===== src/rtl/uart_pkg.sv =====
// Shared UART definitions: the framer FSM state encoding, the line idle level and parity helpers.
// The receiver and the bench agents use this package as well.
package uart_pkg;

    typedef enum logic [2:0] {
        IDLE   = 3'd0,
        ARM    = 3'd1,
        START  = 3'd2,
        DATA   = 3'd3,
        PARITY = 3'd4,
        STOP   = 3'd5
    } state_t;

    localparam logic UART_IDLE_LVL = 1'b1;

    localparam logic PAR_MODE_EVEN = 1'b0;
    localparam logic PAR_MODE_ODD  = 1'b1;

    // Widest legal frame is 9 data bits; narrower words are zero-extended, which leaves the XOR unchanged.
    function automatic logic calc_parity(input logic [8:0] data, input logic odd);
        return (^data) ^ odd;
    endfunction

endpackage


===== src/rtl/uart_tick_det.sv =====
// Turns the baud clock (already synchronous to clk) into a one-clk pulse on each rising edge.
module uart_tick_det (
    input  logic clk,
    input  logic rst,
    input  logic tx_clk,
    output logic tick
);

    logic tx_clk_q_reg;

    always_ff @(posedge clk or negedge rst) begin
        if (!rst) begin
            tx_clk_q_reg <= 1'b0;
        end else begin
            tx_clk_q_reg <= tx_clk;
        end
    end

    assign tick = tx_clk & ~tx_clk_q_reg;

endmodule


===== src/rtl/uart_tx_frame.sv =====
// UART transmit framer: start bit, LSB-first data, optional parity, one or two stop bits,
// each bit one tx_clk period long. All outputs are registered.
module uart_tx_frame
    import uart_pkg::*;
#(
    parameter int DATA_W     = 8,
    parameter int PARITY_EN  = 0,
    parameter int PARITY_ODD = 0,
    parameter int STOP_BITS  = 1
) (
    input  logic              clk,
    input  logic              rst,
    input  logic              tx_clk,
    input  logic              tx_valid,
    input  logic [DATA_W-1:0] tx_data,
    output logic              tx_ready,
    output logic              tx,
    output logic              tx_busy,
    output logic              tx_done
);

    localparam logic PAR_MODE = (PARITY_ODD != 0) ? PAR_MODE_ODD : PAR_MODE_EVEN;

    state_t            state_reg;
    logic [DATA_W-1:0] shift_reg;
    logic [3:0]        bit_cnt_reg;
    logic              stop_cnt_reg;
    logic              parity_reg;
    logic              tick;

    uart_tick_det u_tick_det (
        .clk    (clk),
        .rst    (rst),
        .tx_clk (tx_clk),
        .tick   (tick)
    );

    // tx is driven one step ahead: each transition loads the level of the state being entered.
    always_ff @(posedge clk or negedge rst) begin
        if (!rst) begin
            state_reg    <= IDLE;
            shift_reg    <= '0;
            bit_cnt_reg  <= '0;
            stop_cnt_reg <= 1'b0;
            parity_reg   <= 1'b0;
            tx           <= UART_IDLE_LVL;
            tx_ready     <= 1'b1;
            tx_busy      <= 1'b0;
            tx_done      <= 1'b0;
        end else begin
            tx_done <= 1'b0;
            case (state_reg)
                IDLE: begin
                    tx <= UART_IDLE_LVL;
                    if (tx_valid && tx_ready) begin
                        shift_reg  <= tx_data;
                        parity_reg <= calc_parity(9'(tx_data), PAR_MODE);
                        tx_ready   <= 1'b0;
                        tx_busy    <= 1'b1;
                        state_reg  <= ARM;
                    end
                end
                // A tick coinciding with the accept is seen in IDLE, so ARM always waits a fresh edge.
                ARM: begin
                    if (tick) begin
                        tx        <= 1'b0;
                        state_reg <= START;
                    end
                end
                START: begin
                    if (tick) begin
                        tx          <= shift_reg[0];
                        bit_cnt_reg <= '0;
                        state_reg   <= DATA;
                    end
                end
                DATA: begin
                    if (tick) begin
                        shift_reg   <= {1'b0, shift_reg[DATA_W-1:1]};
                        bit_cnt_reg <= bit_cnt_reg + 4'd1;
                        if (bit_cnt_reg == 4'(DATA_W - 1)) begin
                            if (PARITY_EN != 0) begin
                                tx        <= parity_reg;
                                state_reg <= PARITY;
                            end else begin
                                tx           <= UART_IDLE_LVL;
                                stop_cnt_reg <= 1'b0;
                                state_reg    <= STOP;
                            end
                        end else begin
                            tx <= shift_reg[1];
                        end
                    end
                end
                PARITY: begin
                    if (tick) begin
                        tx           <= UART_IDLE_LVL;
                        stop_cnt_reg <= 1'b0;
                        state_reg    <= STOP;
                    end
                end
                STOP: begin
                    if (tick) begin
                        if (stop_cnt_reg == 1'(STOP_BITS - 1)) begin
                            tx_done   <= 1'b1;
                            tx_ready  <= 1'b1;
                            tx_busy   <= 1'b0;
                            state_reg <= IDLE;
                        end else begin
                            stop_cnt_reg <= stop_cnt_reg + 1'b1;
                        end
                    end
                end
                default: begin
                    tx        <= UART_IDLE_LVL;
                    tx_ready  <= 1'b1;
                    tx_busy   <= 1'b0;
                    state_reg <= IDLE;
                end
            endcase
        end
    end

endmodule

===== config.mk =====
export PLATFORM = sky130hd
export DESIGN_NAME = uart_tx_frame
export DESIGN_NICKNAME = d
export VERILOG_FILES = /design/src/rtl/uart_pkg.sv /design/src/rtl/uart_tick_det.sv /design/src/rtl/uart_tx_frame.sv
export SDC_FILE = /design/constraint.sdc
export NUM_CORES = 1
export LEC_CHECK = 0
export ABC_AREA = 1
export CAP_MARGIN = 25
export CORE_UTILIZATION = 57
export DETAILED_ROUTE_END_ITERATION = 8
export GPL_TIMING_DRIVEN = 0
export HOLD_SLACK_MARGIN = 0.12
export PLACE_DENSITY = 0.94
export SYNTH_ARGS = -nofsm -noshare
export SYNTH_HDL_FRONTEND = slang
export SYNTH_SLANG_ARGS = --single-unit

===== constraint.sdc =====
create_clock -name clk -period 2.7 [get_ports clk]
set_input_delay 0.81 -clock clk [delete_from_list [all_inputs] [get_ports clk]]
set_output_delay 0.81 -clock clk [all_outputs]
set_load 0.02 [all_outputs]

==> Word level (Yosys, flattened, before mapping) <==
Cells that the tools add are included.
{ "classes": {"addsub": 2, "eq_ne": 14, "n_mux": 37, "n_bitwise": 4, "reduce_logical": 12} }
{ "op_table": {"columns": ["cell", "n"], "rows": [
  ["3-bit 2-to-1 mux", 8],
  ["1-bit 2-to-1 mux", 18],
  ["3-bit one-hot mux with 6 select lines", 1],
  ["8-bit 2-to-1 mux", 2],
  ["2-bit != test, second input constant", 8],
  ["8-bit one-hot mux with 2 select lines", 1],
  ["5-bit AND reduction", 2],
  ["1-bit one-hot mux with 3 select lines", 3],
  ["4-bit 2-to-1 mux", 2],
  ["4-bit one-hot mux with 2 select lines", 1],
  ["8-bit AND reduction", 1],
  ["3-bit by 2-bit equality test with 1-bit output, second input constant", 2],
  ["3-bit equality test, second input constant", 2],
  ["3-bit AND reduction", 2],
  ["1-bit one-hot mux with 5 select lines", 1],
  ["4-bit by 1-bit adder with 4-bit output, second input constant", 1],
  ["4-bit by 3-bit equality test with 1-bit output, second input constant", 1],
  ["4-bit AND reduction", 1],
  ["2-bit nonzero test", 2],
  ["4-bit OR reduction", 1],
  ["3-bit by 1-bit equality test with 1-bit output, second input constant", 1],
  ["3-bit zero test", 1],
  ["1-bit inverter", 3],
  ["3-bit nonzero test", 1],
  ["3 further kinds", 3]
]} }
{ "word_totals": {"regBits": 21, "input_bits": 12, "output_inout_bits": 4, "wordCells": 78} }

==> Depth between registers and ports, before layout <==
{ "depth": {"depth_word": 4, "mapped_depth": 9, "ltp_nobuf": 9} }

==> Hierarchy <==
From an unflattened synthesis, not the netlist that was laid out.
{ "hier_totals": {"cells_unflattened": 150, "area_unflattened_um2": 1084.8} }
{ "by_module_without_submodules": {"columns": ["mod", "n_inst", "cells_each", "area_per_inst_um2", "seq_area_each_um2"], "rows": [
  ["uart_tx_frame", 1, 147, 1049.8, 478.0],
  ["uart_tick_det", 1, 3, 35.0, 25.0]
]} }

==> Least setup slack after synthesis <==
No wires, ideal clock.
{ "synth_path": {"path_type": "input -> register", "start": "input tx_clk", "end": "register tx_busy", "setup_time_ns": 0.123, "t_arrival_ns": 1.442, "required_time_ns": 2.577, "setup_slack_ns": 1.135, "stages": 7, "path_buffers": 0, "cell_sequence": "inv_1 > nor2_1 > nor2_1 > nor2_4 > nand2_1 > nand2_1 > o21ai_1"} }
{ "synth_via": {"elab_chain_cells": 3} }
{ "synth_rtl": {"columns": ["element", "line_no", "source"], "rows": [
  ["from (decl)", "uart_tx_frame.sv:13", "input logic tx_clk,"],
  ["1-bit bitwise AND", "uart_tick_det.sv:19", "assign tick = tx_clk & ~tx_clk_q_reg;"],
  ["2-bit != test (no source line)", null, null],
  ["4-bit AND reduction (no source line)", null, null],
  ["to (signal assigned)", "uart_tx_frame.sv:48", "tx_busy <= 1'b0;"],
  ["to (signal assigned)", "uart_tx_frame.sv:59", "tx_busy <= 1'b1;"],
  ["to (signal assigned)", "uart_tx_frame.sv:107", "tx_busy <= 1'b0;"],
  ["to (decl)", "uart_tx_frame.sv:18", "output logic tx_busy,"]
]} }
Every way passes these cells.
A chain may end at the register's enable or synchronous reset.

==> Worst setup path in the final report <==
{ "layout_path": {"start": "register tx_ready", "end": "output tx_ready"} }
{ "layout_rtl": {"columns": ["element", "line_no", "source"], "rows": [
  ["from (decl)", "uart_tx_frame.sv:16", "output logic tx_ready,"],
  ["from (signal assigned)", "uart_tx_frame.sv:47", "tx_ready <= 1'b1;"],
  ["from (signal assigned)", "uart_tx_frame.sv:58", "tx_ready <= 1'b0;"],
  ["from (signal assigned)", "uart_tx_frame.sv:106", "tx_ready <= 1'b1;"]
]} }
No word-level cell between the ends.

==> summary.md <==
| Metric | Value |
|---|---|
| Outcome | complete, no violations |
| Fin. max-slew vios | 0 |
| Number of cell rows | 15 |
| Synthesized instance count | ~150 |
| Yosys top cell by area | dfrtp_1 |
| GRT overflow | 0 |
| Critical Path Slowest Stage Cell | clkdlybuf4s50_1 |
| Clock root cell | clkbuf_4 |
| Via count | roughly 1000 |
| Slew @ Worst Pin | 0.8854 ns |
| Antenna violations before repair | 0 |
| Cell Area, Synth | 1146 sq um |
| Peak supply drop | 0.3934 mV |
| Drt via density | between 5 and 6 |
| Crit path DAT | between 1 and 1.5 ns |
| Core Box Area | approximately 1800 sq um |
| CTS tree | done |
| WP buf/inv | 1 |
| Max-cap violations | 0 |
| Metal-1 WL | roughly 1.0 mm |
| RSZ-0062 raised after global routing | no |
| Slew HR | 0.4079 |
| Fin cells | 191 |
| Most numerous cell in the Yosys netlist | nand2_1 |
| Later-pin clock latency in the skew report | about 0.30 ns |
| CTS HTree Levels | 1 |
| Wire length on met3 | slightly above 70 um |
| Largest net degree at the start of global routing | 21 |
| Critical path's largest stage delay | 0.60 ns |
| Count of cell types in the netlist | 22 |
| Setup_tns | 0 ns |
| Top Layer Used | met4 |
| Most used DFF post-synth | dfrtp_1 |
| Drt wl/cell | ~13 um |
| Post-synth EDFFs | 0 |
| Final hold violation count | 0 |
| First-pass detailed-route iteration total | 4 |
| Final setup vio count | 0 |
| Top cells by area, synth | dfrtp_1 (39%), nand2_1 (21%), nand2_2 (5.5%) |
| Fmax | around 440 MHz |
| PwrDens | ~370 nW/um^2 |
| CTS Sinks | 20 |
| Commonest cells in the netlist | nand2_1 (64), dfrtp_1 (18), nand2_2 (10) |
| Mapped Avg Cell Area | ~7.8 sq um |
| Syn nets | 160 |
| Starting Density | 0.6361 |
| I/O Buffers | 15 |
| Routed WL | between 2 and 2.5 mm |
| Clock Pin Slew Worst Setup and Hold Paths | roughly 0.11 ns |
| Placed Cells incl. Taps | 187 |
| Vias in the first global route | roughly 960 |
| Synth Warn # | 0 |
| HP Class | register to register |
| CP top delay family | buffers and inverters |
| Post-layout min period | between 2 and 2.5 ns |
| Req. time, crit path | about 1.9 ns |
| Antenna diode instance count | 0 |
| Crit path launch type | register |
| Die height | roughly 47 um |
| Seq cells post-synth | 20 |
| Worst-path cell chain | clkdlybuf4s50_1 |
| # Post-CTS Setup Buffers | 0 |
| Final setup skew | about 0.0021 ns |
| Layout cells sized above 1 | 0.2169 |
| Pleak | roughly 0.69 nW |
| Asr flop ratio synth | 1.000 |
| Die Footprint | roughly 2200 sq um |
| Final GP Congestion | slightly below 0.9 |
| Sequential area share after synthesis | 0.4389 |
| Top cell type's share of synthesized area | 0.3930 |
| Worst-case clock buffer depth | 2 |
| Post-CTS Resized | 0 |
| Critical path type | register to output port |
| Hold_buf cts | 0 |
| Die Span X | about 47 um |
| DRC | 0 |
| Largest register FFs | 8 |
| TritonCTS Buffers | 3 |
| Layout Nets | between 150 and 200 |
| P&R area growth vs syn | 19.00% |
| Crit. End Element | output port |
| DR iter-0 viols | 25 |
| DP Wirelength | approximately 1.8 mm |
| First-pass GRT wire length | approximately 4.0 mm |
| WL met2 | 1.275 mm |
| Crit Path Max Fanout | 3 |
| Tot GR Track Use | 0.2596 |
| # IOs | 16 |
| Fin crit share | 0.8445 |
| Antenna violation net count after detailed routing | 0 |
[routing by layer]
layer	up-vias	global-route usage
li1	501	-
met1	502	0.3075
met2	29	0.4556
met3	7	0.02692
met4	0	0.1486
met5	-	0
[kinds of logic after synthesis]
family	count (synthesis)	share of synthesized area
buffers and inverters	13	0.05676
AND/OR/NAND/NOR	103	0.4498
AO/OA/AOI/OAI	10	0.04366
adder cells (fa/ha/maj)	1	0.01092
flip-flops	20	0.4389
[layout by cell type, fill, tap and decap left out]
cell type / synthesis / layout
nand2_1: 64 / 64
nor2_1: 8 / 8
nand3_1: 7 / 7
o21ai_1: 3 / 3
nand2_4: 3 / 3
nor2_4: 2 / 2
clkbuf_4: 0 / 3
buf_6: 1 / 1
clkdlybuf4s50_1: 0 / 15
inv_1: 4 / 4
nor2_8: 1 / 1
buf_2: 1 / 1
dfrtp_1: 18 / 18
ha_1: 1 / 1
nor2_2: 2 / 2
a21oi_1: 4 / 4
nand3_2: 2 / 2
nand2_2: 10 / 10
inv_2: 6 / 6
clkbuf_8: 0 / 1
nand2_8: 1 / 1
dfstp_2: 2 / 2
nand4_1: 3 / 3
inv_8: 1 / 1
o21ai_0: 3 / 3
[power breakdown]
group	internal [mW]	switching (mW)	leakage [nW]	total (mW)
clock network	0.0824	0.0921	0.0210	0.175
registers	0.300	0.000400	0.265	0.301
logic	0.0165	0.0140	0.405	0.0305
[final cells by class]
cell class / instances / area, sq um
plain buffers: 2 / 16.27
multi-input cells: 114 / 578.1
clock buffers: 4 / 36.28
inverters: 11 / 48.80
fillers: 139 / 437.9
repair buffers: 15 / 150.1
flip-flops and latches: 20 / 503.0
well taps: 25 / 31.28
[stage by stage]
step | utilization | total power, mW | area [sq um] | worst slack, ns | hold slack (ns)
3_5_place_dp | 0.7368 | 0.3374 | 1328 | 0.4502 | 0.4609
2_1_floorplan | - | 0.3140 | 1146 | 1.135 | 0.4491
4_1_cts | 0.7569 | 0.5071 | 1364 | 0.4174 | 0.4790
6_report | 0.7569 | 0.5058 | 1364 | 0.4197 | 0.4810
3_3_place_gp | 0.7368 | 0.3361 | 1328 | 0.4969 | 0.4606
5_1_grt | 0.7569 | 0.5253 | 1364 | 0.3887 | 0.5069
[path summary, 6_finish.rpt]
| check | from | endpoint | slack, ns | cells after the start |
|---|---|---|---|---|
| min in group asynchronous | rst | bit_cnt_reg[2] | 0.99 | 1 |
| setup / recovery | tx_ready | tx_ready | 0.42 | 1 |
| hold reg to reg | tx | tx | 0.48 | 2 |
| max in group asynchronous | rst | shift_reg[3] | 1.17 | 1 |
| setup reg to reg | state_reg[2] | state_reg[1] | 1.29 | 7 |
| hold / removal | tx | tx | 0.48 | 2 |
No activity file was read; power rests on OpenSTA's default activity.
